[src/rtl/bcd_counter_ndigit.sv]
// Multi-digit packed BCD up/down counter with parallel load, wrap/saturate at
// terminal count, and a cascade carry strobe for chaining stages.
module bcd_counter_ndigit #(
    parameter int unsigned DIGITS = 4,
    parameter bit          WRAP   = 1'b1
) (
    input  logic                  clk,
    input  logic                  reset,
    input  logic                  enable,
    input  logic                  up_dn,
    input  logic                  load,
    input  logic [4*DIGITS-1:0]   load_value,
    output logic [4*DIGITS-1:0]   Q,
    output logic                  done,
    output logic                  carry_out,
    output logic                  load_err
);

    logic [4*DIGITS-1:0] count_next;
    logic [3:0]          digit;
    logic                ripple;
    logic                load_ok;
    logic                all_nine;
    logic                all_zero;

    // ripple tracks whether every lower digit sits at its rollover value,
    // which is exactly the condition for the current digit to step
    always_comb begin
        count_next = Q;
        digit      = 4'd0;
        ripple     = 1'b1;
        load_ok    = 1'b1;
        all_nine   = 1'b1;
        all_zero   = 1'b1;
        for (int k = 0; k < DIGITS; k++) begin
            digit = Q[4*k +: 4];
            if (ripple) begin
                if (up_dn) begin
                    count_next[4*k +: 4] = (digit == 4'd9) ? 4'd0 : digit + 4'd1;
                end else begin
                    count_next[4*k +: 4] = (digit == 4'd0) ? 4'd9 : digit - 4'd1;
                end
            end
            ripple   = ripple & (up_dn ? (digit == 4'd9) : (digit == 4'd0));
            all_nine = all_nine & (digit == 4'd9);
            all_zero = all_zero & (digit == 4'd0);
            if (load_value[4*k +: 4] > 4'd9) begin
                load_ok = 1'b0;
            end
        end
    end

    assign done      = up_dn ? all_nine : all_zero;
    assign carry_out = enable & done & ~load;

    always_ff @(posedge clk) begin
        if (reset) begin
            Q        <= '0;
            load_err <= 1'b0;
        end else begin
            load_err <= 1'b0;
            if (load) begin
                if (load_ok) begin
                    Q <= load_value;
                end else begin
                    load_err <= 1'b1;
                end
            end else if (enable && !(done && !WRAP)) begin
                // at terminal count the ripple already produces the wrapped value
                Q <= count_next;
            end
        end
    end

endmodule

[config.mk]
export PLATFORM = sky130hd
export DESIGN_NAME = bcd_counter_ndigit
export DESIGN_NICKNAME = d
export VERILOG_FILES = /design/src/rtl/bcd_counter_ndigit.sv
export SDC_FILE = /design/constraint.sdc
export NUM_CORES = 1
export LEC_CHECK = 0
export CAP_MARGIN = 20
export CORE_UTILIZATION = 37
export DETAILED_ROUTE_END_ITERATION = 12
export GPL_TIMING_DRIVEN = 0
export HOLD_SLACK_MARGIN = 0.15
export PLACE_DENSITY = 0.63
export SYNTH_ARGS = -nofsm -noshare
export SYNTH_HDL_FRONTEND = slang
export SYNTH_SLANG_ARGS = --single-unit
[constraint.sdc]
create_clock -name clk -period 2.42 [get_ports clk]
set_clock_uncertainty 0.1 [all_clocks]
set_input_delay 0.242 -clock clk [delete_from_list [all_inputs] [get_ports clk]]
set_output_delay 0.242 -clock clk [all_outputs]
set_load 0.01 [all_outputs]
==> summary.txt <==
Status
  – Status: completed

Floorplan
  – Core Area: 4060 um^2
  – Row count: 23
  – Die Area: 4530 um^2
  – I/O pin cnt: 40
  – Chip height: 67.3 um
  – Die width: 67.3 um
  – Initial core utilization: 38.9%

Power
  – PwrDens: between 400 and 500 nW/um^2
  – Maximum VDD drop: 176 uV
  – Sequential power share: 36.9%
  – Leak Pwr: ~0.71 nW
  – Combinational power share: 36.8%
  – Clock power share: roughly a quarter
  – Net Sw Frac: between 30% and 40%
  – Power, Total: 0.872 mW
  – NetSw: 0.301 mW
  – Total internal power: 0.570 mW

Timing
  – Period Utilization, post-route: approximately 97%
  – Peak Freq: around 430 MHz
  – WHS: 0.416 ns
  – Hold Fails Final Rpt: 0
  – Worst Max-Slew Pin Slew: 0.576 ns
  – # setup viols final: 0
  – Worst slew margin: approximately three fifths
  – Fin crit period: 2.34 ns
  – Slew Viols, Final: 0

Placement
  – Port bufs: 37
  – Final HPWL DP: 3580 um
  – Dpl cells: 298
  – Final RePlAce weighted congestion: 0.837

Yosys
  – FF+latch count, synth: 17
  – Yosys warning count: 0
  – Post-synth top cells: o21ai_0 (24), dfxtp_1 (17), clkbuf_1 (16), nor2_1 (12), inv_1 (10)
  – Gate Count Post-Synth: 211
  – Syn Nets: 232
  – Synth top area cells: dfxtp_1 (22%), o21ai_0 (7.6%), clkbuf_1 (3.8%), nor2_1 (2.9%), o211ai_1 (2.9%)
  – Sequential element share of the synthesized area: 21.6%
  – EDFF count, synth: 0
  – Post-synth ARST share: 0%
  – Mapped Area: approximately 1600 um^2
  – Largest area contributor in the netlist: dfxtp_1
  – Mean Syn Cell Area: 7.47 um^2
  – Ys flop type: dfxtp_1
  – Count leader, synth: o21ai_0
  – Area share of the largest cell type after synthesis: 21.6%
  – Count of different cell masters after synthesis: 57

Clock network
  – CTS Root Cell: clkbuf_8
  – CTS H-tree depth: 1
  – Clk buf depth: 2
  – TritonCTS Buffers: 3
  – Clk slew on worst S/H paths: around 0.080 ns
  – # clock sinks: 17
  – Worst skew pair latency: around 0.26 ns
  – CTS tree: yes

Worst setup path
  – Delay-heaviest family, CP: simple AND/OR/NAND/NOR gates
  – Worst r2r src: Q[2]
  – CP Launch Point: Q[4]
  – Critical path, cell by cell: buf_6, nand4_1, nor4_4, a41oi_2, nor4_2, and2_1, clkdlybuf4s15_1
  – Buffer and inverter count on the worst path: 2
  – Critical Path RT: 2.08 ns
  – Crit path DAT: 2.00 ns
  – R2R setup slack: 0.18 ns
  – Crit path kind: reg2out
  – CP Capture Type: primary output
  – CP peak stage delay: roughly 0.38 ns
  – Max FO, Critical Path: 10
  – CP max stage cell: dfxtp_4
  – CP startpoint kind: register

GRT
  – Vias in the first global route: around 1.6k
  – Largest net degree at the start of global routing: 14
  – Grt total ovfl: 0
  – Initial antenna violation count: 0
  – Global-route wire length before repair: 8020 um
  – GRT Resource Usage Total: 23.6%

Final layout
  – Fin cells: 301
  – Final Core Density: 52.3%
  – NumNets Final: 273
  – Share of layout cells above drive strength 1: 12.4%
  – Sequential cell area: 349 um^2
  – # diodes: 0
  – Syn-to-layout area delta: 34.7%
  – Multi-input logic area: 1140 um^2
  – Filler cells: 407

Drt
  – Drt via density: a little over 6
  – Via Count: ~1.8k
  – Final ANT Viol Nets: 0
  – Avg WL per Cell: approximately 17 um
  – DRT Wirelength: 5090 um
  – Remaining DRCs: 0
  – DR pass1 iterations: 4
  – Starting DRT DRC Count: 119

Job
  – Max Cap Viol: 0

Worst hold path
  – Min-delay worst type: in2reg
  – Min-Delay Startpoint: reset
-- area by class of cell --
type	instances	share of cell area (%)
Clock buffer	4	2.12
Sequential cell	17	16.4
Timing Repair Buffer	39	18.0
Multi-Input combinational cell	161	53.6
Buffer	19	4.89
Tap cell	50	2.95
Inverter	11	1.94
-- worst register-to-register path, cell delays in order, from the launching register on --
cell and delay (ns):
dfxtp_1 0.32, clkbuf_1 0.21, or4_4 0.49, a21o_4 0.22, nor3_4 0.37, nor3_1 0.11
a2111oi_2 0.34
-- layer usage --
metal	global-route usage, %	part of all wire (%)	vias to the layer above	wire (um)
met5	0	0	-	0
met4	4.79	1.1	0	56
met3	3.21	6.0	6	303
met2	38.5	46	60	2350
met1	32.8	47	868	2380
li1	-	-	889	-
-- power by group through the flow --
stage | Clock (mW) | Sequential, mW | Combinational, mW
2_1_floorplan | 0 | 0.324 | 0.187
6_report | 0.229 | 0.322 | 0.321
3_5_place_dp | 0 | 0.321 | 0.308
3_3_place_gp | 0 | 0.320 | 0.307
4_1_cts | 0.233 | 0.317 | 0.314
5_1_grt | 0.248 | 0.326 | 0.345
-- cell families after synthesis --
logic type	after synthesis	synth area share (%)
compound gates	74	34.6
xor+xnor	8	4.44
buf+inv	33	8.73
flops	17	21.6
mux	4	2.54
simple gates	75	28.1
-- stage by stage --
stage	setup TNS [ns]	area (um^2)	worst slack (ns)
after floorplan	0	1580	0.208
after detailed placement	-2.81	2010	-0.814
after CTS	0	2090	0.0900
after global placement	-2.33	2010	-0.811
final	0	2120	0.0829
after global routing	-0.0624	2120	-0.0624
-- repair_timing --
action                                  4_1_cts  5_1_grt
endpoints found under the setup margin        2        5
setup buffers                                 1        1
pin swaps                                     5        4
hold buffers                                  0        0
resized for setup                            15       11
gates cloned                                  0        0
-- cells in the final DEF (no fill, tap or decap), drive strengths merged, types with 3 or more instances in the layout --
master,count
nor2,13
inv,10
and4b,3
clkbuf,16
a221oi,3
o211ai,6
clkdlybuf4s50,34
buf,10
xnor2,4
nand3,6
o41ai,3
o31ai,3
o2111ai,5
mux2i,4
nand2,8
nand2b,6
nand3b,3
o21ai,25
nor4,6
and3,4
nor2b,6
dfxtp,17
a211oi,4
and2,3
xor2,4
nor3,8
a41oi,3
a21oi,3
-- flip-flops by register name, summed over array words and instances (netlist names) --
register  flops
Q            16
load_err      1
-- worst paths after layout --
kind,end,depth (start not counted)
max,carry_out,7
min,Q[12],2
max reg2reg,Q[12],6
min reg2reg,Q[10],2
No activity file was read; power rests on OpenSTA's default activity.
